[config.mk]
export PLATFORM = sky130hd
export DESIGN_NAME = wb_bram_rmw
export DESIGN_NICKNAME = d
export VERILOG_FILES = /design/src/rtl/bram_pkg.sv /design/src/rtl/wb_byte_merge.sv /design/src/rtl/wb_bram_rmw.sv
export SDC_FILE = /design/constraint.sdc
export NUM_CORES = 1
export LEC_CHECK = 0
export BUFFER_PORTS_ARGS = -buffer_cell sky130_fd_sc_hd__buf_2
export CORE_ASPECT_RATIO = 1.4
export CORE_UTILIZATION = 30
export DETAILED_ROUTE_END_ITERATION = 16
export HOLD_SLACK_MARGIN = 0.03
export PLACE_DENSITY_LB_ADDON = 0.05
export SKIP_LAST_GASP = 1
export SLEW_MARGIN = 5
export SYNTH_ARGS = -nofsm -noshare
export SYNTH_HDL_FRONTEND = slang
export SYNTH_SLANG_ARGS = --single-unit
[constraint.sdc]
create_clock -name clk -period 6.9 [get_ports clk]
set_clock_uncertainty 0.15 [all_clocks]
set_input_delay 1.035 -clock clk [delete_from_list [all_inputs] [get_ports clk]]
set_output_delay 1.035 -clock clk [all_outputs]
set_load 0.02 [all_outputs]
[src/rtl/bram_pkg.sv]
// Shared constants and types for the Wishbone BRAM read-modify-write bridge.
// Holds the read-latency modes and the RMW state encoding.
package bram_pkg;

    localparam int LOW_LATENCY      = 0;
    localparam int HIGH_PERFORMANCE = 1;

    typedef enum logic [1:0] {
        RMW_IDLE,
        RMW_RD,
        RMW_WAIT,
        RMW_WR
    } rmw_state_t;

    function automatic int read_latency(input int oreg);
        return (oreg == HIGH_PERFORMANCE) ? 2 : 1;
    endfunction

endpackage

[src/rtl/wb_byte_merge.sv]
// Byte-lane merge for partial writes: selected bytes come from the new
// data, the rest from the word read back from the BRAM.
module wb_byte_merge #(
    parameter int DW    = 18,
    parameter int CFGDW = 32
) (
    input  logic [DW-1:0]         old_data,
    input  logic [DW-1:0]         new_data,
    input  logic [(DW+7)/8-1:0]   sel,
    output logic [DW-1:0]         merged
);

    localparam int NB = (DW + 7) / 8;

    // Each bit follows the enable of the byte lane it lives in.
    always_comb begin
        merged = old_data;
        for (int i = 0; i < DW; i++) begin
            if (sel[i/8]) merged[i] = new_data[i];
        end
    end

    logic unused_cfg;
    assign unused_cfg = (NB > CFGDW / 8);

endmodule

[src/rtl/wb_bram_rmw.sv]
// Wishbone pipelined slave in front of a single-port BRAM; partial writes
// are turned into a read-modify-write sequence that stalls the bus.
module wb_bram_rmw
    import bram_pkg::*;
#(
    parameter int CFGAW       = 32,
    parameter int CFGDW       = 32,
    parameter int DW          = 18,
    parameter int DEPTH       = 1024,
    parameter int SIGN_EXTEND = 0,
    parameter int OREG        = HIGH_PERFORMANCE
) (
    input  logic                     clk,
    input  logic                     rst,
    input  logic                     cyc_i,
    input  logic                     stb_i,
    input  logic                     we_i,
    input  logic [CFGDW/8-1:0]       sel_i,
    input  logic [CFGAW-1:0]         addr_i,
    input  logic [CFGDW-1:0]         data_i,
    output logic [CFGDW-1:0]         data_o,
    output logic                     ack_o,
    output logic                     err_o,
    output logic                     stall_o,
    output logic                     bram_en,
    output logic                     bram_we,
    output logic [$clog2(DEPTH)-1:0] bram_addr,
    output logic [DW-1:0]            bram_dout,
    input  logic [DW-1:0]            bram_din,
    output logic                     bram_regce
);

    localparam int BRAMAW = $clog2(DEPTH);
    localparam int L      = read_latency(OREG);
    localparam int NB     = (DW + 7) / 8;
    localparam int CW     = 2;
    localparam logic [63:0] DEPTH_W = 64'(DEPTH);

    rmw_state_t        state, state_nx;
    logic [CW-1:0]     wait_cnt, wait_cnt_nx;
    logic [BRAMAW-1:0] rmw_addr;
    logic [DW-1:0]     rmw_data;
    logic [NB-1:0]     rmw_sel;
    logic              rmw_ack;
    logic [L-1:0]      pipe_vld;
    logic [L-1:0]      pipe_err;

    logic              accept;
    logic              in_range;
    logic              full_sel;
    logic              no_sel;
    logic              start_rmw;
    logic              push_vld;
    logic              resp_ok;
    logic [NB-1:0]     sel_dw;
    logic [DW-1:0]     merged;
    logic [CFGDW-1:0]  din_pad;

    // Only the byte lanes overlapping the BRAM word matter.
    assign sel_dw    = sel_i[NB-1:0];
    assign full_sel  = &sel_dw;
    assign no_sel    = ~|sel_dw;
    assign in_range  = 64'(addr_i) < DEPTH_W;

    assign stall_o   = (state != RMW_IDLE);
    assign accept    = cyc_i & stb_i & ~stall_o & ~rst;
    assign start_rmw = accept & we_i & in_range & ~full_sel & ~no_sel;
    assign push_vld  = accept & ~start_rmw;

    assign bram_regce = 1'b1;

    wb_byte_merge #(
        .DW    (DW),
        .CFGDW (CFGDW)
    ) u_merge (
        .old_data (bram_din),
        .new_data (rmw_data),
        .sel      (rmw_sel),
        .merged   (merged)
    );

    // RMW state and wait counter registers.
    always_ff @(posedge clk) begin
        if (rst) begin
            state    <= RMW_IDLE;
            wait_cnt <= '0;
        end else begin
            state    <= state_nx;
            wait_cnt <= wait_cnt_nx;
        end
    end

    // RMW sequencing; a dropped cycle abandons the sequence before the write.
    always_comb begin
        state_nx    = state;
        wait_cnt_nx = wait_cnt;
        unique case (state)
            RMW_IDLE: begin
                if (start_rmw) state_nx = RMW_RD;
            end
            RMW_RD: begin
                wait_cnt_nx = '0;
                if (!cyc_i)      state_nx = RMW_IDLE;
                else if (L == 1) state_nx = RMW_WR;
                else             state_nx = RMW_WAIT;
            end
            RMW_WAIT: begin
                if (!cyc_i) begin
                    state_nx    = RMW_IDLE;
                    wait_cnt_nx = '0;
                end else if (wait_cnt == CW'(L - 2)) begin
                    state_nx    = RMW_WR;
                    wait_cnt_nx = '0;
                end else begin
                    wait_cnt_nx = wait_cnt + 1'b1;
                end
            end
            RMW_WR: begin
                state_nx = RMW_IDLE;
            end
            default: begin
                state_nx = RMW_IDLE;
            end
        endcase
    end

    // BRAM port drive; nothing reaches the BRAM while reset is held.
    always_comb begin
        bram_en   = 1'b0;
        bram_we   = 1'b0;
        bram_addr = addr_i[BRAMAW-1:0];
        bram_dout = data_i[DW-1:0];
        if (!rst) begin
            unique case (state)
                RMW_IDLE: begin
                    if (accept && in_range && (!we_i || full_sel)) begin
                        bram_en = 1'b1;
                        bram_we = we_i;
                    end
                end
                RMW_RD: begin
                    bram_addr = rmw_addr;
                    bram_en   = cyc_i;
                end
                RMW_WAIT: begin
                    bram_addr = rmw_addr;
                end
                RMW_WR: begin
                    bram_en   = 1'b1;
                    bram_we   = 1'b1;
                    bram_addr = rmw_addr;
                    bram_dout = merged;
                end
                default: begin
                    bram_en = 1'b0;
                end
            endcase
        end
    end

    // Capture the partial write so the bus is free to change under the RMW.
    always_ff @(posedge clk) begin
        if (start_rmw) begin
            rmw_addr <= addr_i[BRAMAW-1:0];
            rmw_data <= data_i[DW-1:0];
            rmw_sel  <= sel_dw;
        end
    end

    // Response shift register of {valid, err}, flushed by reset or cyc drop.
    always_ff @(posedge clk) begin
        if (rst || !cyc_i) begin
            pipe_vld <= '0;
            pipe_err <= '0;
            rmw_ack  <= 1'b0;
        end else begin
            pipe_vld[0] <= push_vld;
            pipe_err[0] <= push_vld & ~in_range;
            for (int i = 1; i < L; i++) begin
                pipe_vld[i] <= pipe_vld[i-1];
                pipe_err[i] <= pipe_err[i-1];
            end
            rmw_ack <= (state == RMW_WR);
        end
    end

    generate
        if (DW == CFGDW) begin : g_nopad
            assign din_pad = bram_din;
        end else if (SIGN_EXTEND != 0) begin : g_sext
            assign din_pad = {{(CFGDW-DW){bram_din[DW-1]}}, bram_din};
        end else begin : g_zext
            assign din_pad = {{(CFGDW-DW){1'b0}}, bram_din};
        end
    endgenerate

    assign resp_ok = pipe_vld[L-1] & ~pipe_err[L-1];
    assign ack_o   = resp_ok | rmw_ack;
    assign err_o   = pipe_vld[L-1] & pipe_err[L-1];
    assign data_o  = resp_ok ? din_pad : '0;

    logic unused_in;
    assign unused_in = ^{data_i, sel_i};

endmodule
==> metrics, run 1 <==
final hold vios 0; diode count 0; fmax 276 MHz; Crit Path Max Fanout 2; I/O pin cnt 157; H-tree Lvls 2; Post-synth EDFFs 31; Max Cap Viol 0; pre-CTS setup slack 3.23 ns; GRT met1 Usage 14.1%; Worst-Margin Slew 1.18 ns; Yosys reg bits 40; largest net degree at the start of global routing 38; first-pass GRT wire length 7670 µm; Skew-Pair Late Insertion Delay 0.29 ns; Area contributors post-synth edfxtp_1, mux2i_1, dfxtp_1; count of final max-slew check failures 0; status completed; top cell type's share of synthesized area 40.7%; I/O Buffers 126; Critical R2R Launch state[0]; RSZ-0062 raised after global routing no; Synth cell types 32; Final ANT Viol Nets 0; initial antenna violation count 0; Core ar. 0.00736 mm²; Setup crit start addr_i[30]; TritonCTS clock tree built; Post-Syn Area 0.00229 mm²; setup violators final 0; Critical Path RT 5.71 ns; sequential share of the synthesized area 48.6%; worst vdd ir 92.9 µV; DR vias 1896; GRT Util Overall 12.9%; WS Path Type in2out; area grow syn2layout 34.1%; DR vias/cell 4.37; clock tree buffer depth 2; Avg Synthesized Cell Area 10.8 µm²; Static Leak 0.00145 µW; HPWL after detailed placement 4130 µm; met3 GRT Util 2.87%; num rows 37; Clock Sinks 40; CP arrival 2.44 ns; initial core utilization 31.1%; Placer Congestion 0.758; drt pass-1 iters 4; wire length per cell 12.1 µm; worst hold path type reg2reg; type of origin of the critical path input port; most frequent cells in the layout buf_2, edfxtp_1, nand2_1; Die Y 105 µm; crit path time final 3.63 ns; postcts setup bufs 0; grt ovf 0; Starting DRT DRC Count 61; Synth Flop Type edfxtp_1; Worst Setup EP bram_en; CP endpoint kind output pin; Die X 75.8 µm; Power Density 177 mW/mm²; Total Routed Length 5270 µm; final setup TNS 0 ns; GRT met2 Usage 23.1%; r2r setup slk 4.20 ns; Reg2Reg Depth 5; Final nets 434; vias in the first global route 1695; Post-CTS Hold Fix Bufs 0; Yosys top cell by area edfxtp_1; gr busiest metal met2; CTS Buf Count 5; share of cells above drive strength 1 45.7%; Synth Warn # 0; Clock transition at path regs 0.07 ns; r2r endpoint rmw_data[16]; DR DRC count 0; Die Area 0.00798 mm²; worst setup margin 3.27 ns; most common cell after layout, fill and taps aside buf_2; root buffer cell clkbuf_8; cts repair resizes 0; Syn Inst Count 212; relative slew slack 21.0%; Final Cycle Share 52.6%; asr flop ratio synth 0%
-- where the power goes --
part	total [µW]	internal (µW)	leakage, µW	switching (µW)
logic	90.6	37.5	0.00104	53.0
clock network	190	107	0.0000541	83.4
registers	261	260	0.000351	0.709
-- cell families after synthesis --
kind of cell	synth area share, %
buffers and inverters	7.77
AOI/OAI and AO/OA	7.61
DFF	48.6
other	0.329
and+or+nand+nor	18.6
muxes	13.2
adders and majority gates	3.83
-- worst max-delay path, cell delays in order --
cell,delay (ns)
buf_2,0.11
nor4_4,0.28
nand4_1,0.16
a2111o_1,0.44
a211oi_1,0.22
buf_2,0.20
-- registers in the layout (all words and copies together) (netlist names) --
register and cells:
wait_cnt 2, rmw_sel 3, pipe_vld 2, rmw_data 18
rmw_ack 1, rmw_addr 10, state 2, pipe_err 2
-- worst min-delay path by stage --
stage / slack [ns] / startpoint / to / depth (start not counted)
after detailed placement: 0.26 / pipe_err[0] / pipe_err[1] / 1
final: 0.28 / pipe_err[0] / pipe_err[1] / 1
after global routing: 0.30 / pipe_vld[0] / pipe_vld[1] / 1
after floorplan: 0.26 / pipe_err[0] / pipe_err[1] / 1
after CTS: 0.28 / pipe_err[0] / pipe_err[1] / 1
after global placement: 0.26 / pipe_vld[0] / pipe_vld[1] / 1
-- cell type report --
type                    instances  area, µm²
fillers                       751       4300
flip-flops and latches         40       1110
multi-input cells             154       1050
repair buffers                129        653
well taps                      97        121
clock buffers                   5       68.8
clock inverters                 3       42.5
inverters                       6       22.5
-- cell usage after synthesis (4+ instances only) --
cell      count
edfxtp_1     31
nand2_1      23
and2_1       21
mux2i_1      19
o21ai_0      19
buf_4        16
mux2_2       10
dfxtp_1       9
ha_1          7
nor2_1        7
clkbuf_1      6
inv_1         6
nor4_1        5
a21oi_1       4
nand2b_1      4
nand4_1       4
-- metrics by stage --
stage               hold WS, ns  instances  total power (µW)  cell area [µm²]  util, %
floorplan                 0.256        225               323             2330        -
global placement          0.260        426               358             2950     40.1
detailed placement        0.264        426               358             2950     40.1
CTS                       0.282        434               552             3070     41.6
global route              0.300        434               567             3070     41.6
finish                    0.279        434               542             3070     41.6
-- metal layers --
| metal | vias up | part of all wire (%) |
|---|---|---|
| li1 | 965 | - |
| met1 | 853 | 41 |
| met2 | 73 | 51 |
| met3 | 5 | 6.6 |
| met4 | 0 | 1.5 |
| met5 | - | 0 |
No activity file was read; power rests on OpenSTA's default activity.
==> run 2: changes to the inputs <==
Clock period 6.9 ns to 3.6 ns, I/O delays scaled along.
==> run 2 against run 1 <==
  * Sequential power rose by 92%
  * Total power increased by 92%
  * Sequential cell count stayed put
==> metrics, run 2 (same netlist as run 1, synthesis figures left out) <==
I/O pin cnt 157 (unchanged); GRT Util Overall 13.2% (+0.34 points); clock power share 35.2% (about the same); Core ar. 0.00736 mm² (unchanged); Placer Congestion 0.776 (+2.4%); Top Registers rmw_data x18, rmw_addr x10, rmw_sel x3; DR vias 1898 (+0.11%); fillers 760 (+1.2%); Die X 75.8 µm (unchanged); Critical Path RT 2.91 ns (-2.80 ns); Final nets 436 (+0.46%); drt pass-1 iters 4 (unchanged); HPWL after detailed placement 4110 µm (-0.40%); crit path time final 2.62 ns; clock tree buffer depth 2 (unchanged); Max Cap Viol 0 (unchanged); Clock Sinks 40 (unchanged); diode count 0 (unchanged); CTS Buf Count 5 (unchanged); final setup TNS 0 ns (unchanged); Static Leak 0.00146 µW (+0.75%); most frequent cells in the layout buf_2, edfxtp_1, nand2_1; Clock transition at path regs 0.07 ns (about the same); TritonCTS clock tree built; cts repair resizes 0 (unchanged); max reg flops 18 (unchanged); Sw Share 25.4% (+0.094 points); status completed; fmax 382 MHz; postcts setup bufs 0 (unchanged); area grow syn2layout 34.8%; Most flops, register rmw_data; Int Power 777 µW (+92%); Skew-Pair Late Insertion Delay 0.29 ns (about the same); worst hold path type reg2reg; Final Cycle Share 72.7%; largest net degree at the start of global routing 38 (unchanged); num rows 37 (unchanged); Starting DRT DRC Count 44 (-28%); Total Routed Length 5280 µm (+0.34%); wire length per cell 12.1 µm (-0.12%); H-tree Lvls 2 (unchanged); Psw 265 µW (+93%); Crit Path Max Fanout 2 (unchanged); DR vias/cell 4.35 (-0.35%); type of origin of the critical path input port; final hold vios 0 (unchanged); Pwr Total 1040 µW (+92%); Power Density 338 mW/mm² (+91%); worst vdd ir 178 µV (+91%); Final ANT Viol Nets 0 (unchanged); root buffer cell clkbuf_8; initial core utilization 31.1% (unchanged); Die Area 0.00798 mm² (unchanged); grt ovf 0 (unchanged); CP endpoint kind output pin; DR DRC count 0 (unchanged); vias in the first global route 1716 (+1.2%); Seq pwr share 48.0% (about the same); share of cells above drive strength 1 46.0% (+0.32 points); Die Y 105 µm (unchanged); CP arrival 1.93 ns (-0.51 ns); I/O Buffers 126 (unchanged); combinational power share 16.8% (about the same); most common cell after layout, fill and taps aside buf_2; RSZ-0062 raised after global routing no; first-pass GRT wire length 7920 µm (+3.3%); Post-CTS Hold Fix Bufs 0 (unchanged); initial antenna violation count 0 (unchanged); count of final max-slew check failures 0 (unchanged); setup violators final 0 (unchanged); WS Path Type in2out
==> run 2: metrics by stage <==
| step | utilization [%] | instances | area [µm²] | hold WS, ns | setup WS, ns |
|---|---|---|---|---|---|
| final | 41.8 | 436 | 3080 | 0.279 | 0.984 |
| after global routing | 41.8 | 436 | 3080 | 0.266 | 0.854 |
| after CTS | 41.8 | 436 | 3080 | 0.268 | 0.978 |
| after detailed placement | 40.3 | 428 | 2970 | 0.262 | 0.986 |
| after global placement | 40.3 | 428 | 2970 | 0.261 | 0.960 |
| after floorplan | - | 225 | 2330 | 0.256 | 0.675 |
==> run 2: critical path: stages <==
cell and delay [ns]:
buf_2 0.11, nor4_4 0.29, nand4_1 0.16, a2111o_1 0.42
a211oi_1 0.20, buf_2 0.20
==> run 2: routing by layer <==
metal	GRT usage [%]	part of all wire, %	vias to the layer above	wire length, µm
met3	3.15	6.9	7	363
met2	23.5	50	73	2650
met1	14.5	41	847	2190
met4	5.16	1.5	0	81
li1	-	-	971	-
met5	0	0	-	0
==> run 2: final timing paths <==
path / cells after the start / to / from / slack, ns
max: 6 / bram_en / addr_i[30] / 0.98
min: 1 / pipe_err[1] / pipe_err[0] / 0.28
max reg2reg: 7 / state[0] / state[0] / 1.65
min reg2reg: 1 / pipe_err[1] / pipe_err[0] / 0.28
==> run 2: final cells by class <==
| class | instances | area [µm²] | share of cell area, % |
|---|---|---|---|
| Inverter | 6 | 22.5 | 0.731 |
| Sequential cell | 40 | 1110 | 36.1 |
| Multi-Input combinational cell | 154 | 1050 | 34.0 |
| Clock buffer | 5 | 68.8 | 2.23 |
| Timing Repair Buffer | 131 | 668 | 21.7 |
| Clock inverter | 3 | 42.5 | 1.38 |
| Tap cell | 97 | 121 | 3.94 |
==> run 2: power groups by stage <==
stage | clock [µW] | sequential [µW] | combinational [µW]
2_1_floorplan | 0 | 510 | 109
3_3_place_gp | 0 | 511 | 176
3_5_place_dp | 0 | 511 | 176
4_1_cts | 386 | 500 | 177
5_1_grt | 399 | 500 | 191
6_report | 367 | 500 | 175
==> run 3: changes to the inputs <==
Clock period 3.6 ns to 2.7 ns, I/O delays scaled along.
==> run 3 against run 2 <==
  * Sequential share of layout area barely moved
  * Hold slack got worse by 0.13 ns
  * Cell area barely moved
  * Critical endpoint is now bram_addr[7]
  * Largest cell class unchanged
  * Largest power group unchanged
==> metrics, run 3 (same netlist as run 1, synthesis figures left out) <==
Final Cycle Share 90.6%; GRT Util Overall 13.4% (+0.23 points); Die Y 105 µm (unchanged); TritonCTS clock tree built; crit path time final 2.45 ns; status completed; Die Area 0.00798 mm² (unchanged); Static Leak 0.00146 µW (about the same); WP depth 6 (unchanged); count of final max-slew check failures 0 (unchanged); DR vias/cell 4.38 (+0.63%); Top Registers rmw_data x18, rmw_addr x10, rmw_sel x3; most common cell after layout, fill and taps aside buf_2; postcts setup bufs 0 (unchanged); Final nets 436 (unchanged); Placer Congestion 0.741 (-4.5%); Core ar. 0.00736 mm² (unchanged); root buffer cell clkbuf_8; Total Routed Length 5300 µm (+0.30%); largest net degree at the start of global routing 38 (unchanged); RSZ-0062 raised after global routing no; HPWL after detailed placement 4040 µm (-1.7%); r2r setup slk 0.68 ns (-0.97 ns); I/O pin cnt 157 (unchanged); H-tree Lvls 2 (unchanged); sequence of cells on the critical path inv_1 > ha_1 > nor2_1 > buf_4 > mux2_2 > buf_2; Skew-Pair Late Insertion Delay 0.29 ns (about the same); Reg2Reg Depth 7 (unchanged); most frequent cells in the layout buf_2, edfxtp_1, nand2_1; WS Path Type reg2out; CP top delay family buffers and inverters; DR vias 1910 (+0.63%); final hold vios 0 (unchanged); CTS Buf Count 5 (unchanged); wire length per cell 12.2 µm (+0.30%); pre-CTS setup slack 0.355 ns (-0.630 ns); type of origin of the critical path flop; initial antenna violation count 0 (unchanged); worst vdd ir 179 µV (+0.62%); CP endpoint kind output pin; CP arrival 1.89 ns (-0.04 ns); diode count 0 (unchanged); num rows 37 (unchanged); Max Cap Viol 0 (unchanged); Crit Path Max Fanout 10 (+8); cts repair resizes 0 (unchanged); setup violators final 0 (unchanged); slowest CP cell dfxtp_1; max reg flops 18 (unchanged); Critical Path RT 2.14 ns (-0.77 ns); first-pass GRT wire length 8070 µm (+1.8%); Power Density 424 mW/mm² (+25%); hold path start data_i[9]; Clock transition at path regs 0.09 ns (+0.02 ns); area grow syn2layout 34.6% (about the same); Post-CTS Hold Fix Bufs 0 (unchanged); Starting DRT DRC Count 56 (+27%); Clock Sinks 40 (unchanged); WP buf/inv 3 (+1); grt ovf 0 (unchanged); vias in the first global route 1730 (+0.82%); Die X 75.8 µm (unchanged); r2r endpoint state[0]; worst hold path type in2reg; worst setup margin 0.253 ns (-0.731 ns); Final ANT Viol Nets 0 (unchanged); slowest stage delay, CP 0.38 ns (-0.04 ns); initial core utilization 31.1% (unchanged); final setup TNS 0 ns (unchanged); Worst Hold End rmw_data[9]; clock tree buffer depth 2 (unchanged); Most flops, register rmw_data; Critical R2R Launch state[0]; fmax 409 MHz; DR DRC count 0 (unchanged); drt pass-1 iters 4 (unchanged); I/O Buffers 126 (unchanged); share of cells above drive strength 1 46.6% (+0.59 points); Worst Hold Path Cells 1 (unchanged)
[run 3: cell count changes in the layout (fill, tap and decap cells not counted)]
cell / change
bufinv_16: -1
clkinv_2: +1
clkinv_4: +1
clkinvlp_4: -1
nand3_2: -1
nand3_4: +1
nor2b_1: -1
nor2b_4: +1
nor4_1: -1
nor4_2: +1
[run 3: how the worst max path moves through the flow]
| stage | startpoint | end | slack [ns] |
|---|---|---|---|
| floorplan | addr_i[19] | state[0] | 0.02 |
| global placement | addr_i[30] | bram_en | 0.31 |
| detailed placement | addr_i[30] | bram_en | 0.36 |
| CTS | state[0] | bram_addr[7] | 0.23 |
| global route | state[0] | bram_addr[1] | 0.13 |
| finish | state[0] | bram_addr[7] | 0.25 |
[run 3: area by class of cell]
type / count / area, µm²
repair buffers: 131 / 668
flip-flops and latches: 40 / 1110
multi-input cells: 154 / 1070
fillers: 758 / 4280
inverters: 6 / 22.5
clock buffers: 5 / 68.8
clock inverters: 3 / 18.8
well taps: 97 / 121
[run 3: report_power, final]
part           total, µW  internal (µW)  switching [µW]
combinational        236           98.3             137
clock                403            180             222
sequential           667            665            2.18
total               1310            943             362
[run 3: stage by stage]
stage                     hold WS, ns  cell area [µm²]  utilization, %  total power, µW  instances
after floorplan                 0.256             2370               -              830        225
final                           0.147             3080            41.8             1310        436
after CTS                       0.133             3080            41.8             1330        436
after global placement          0.260             2990            40.6              918        428
after detailed placement        0.264             2990            40.6              919        428
after global routing            0.127             3080            41.8             1370        436
[run 3: per-layer routing]
metal  track usage [%]  up-vias  routed length, µm
met5                 0        -                  0
met4              4.63        0                 48
met3              2.96        4                367
met2              23.6       78               2740
met1              15.4      855               2140
li1                  -      973                  -
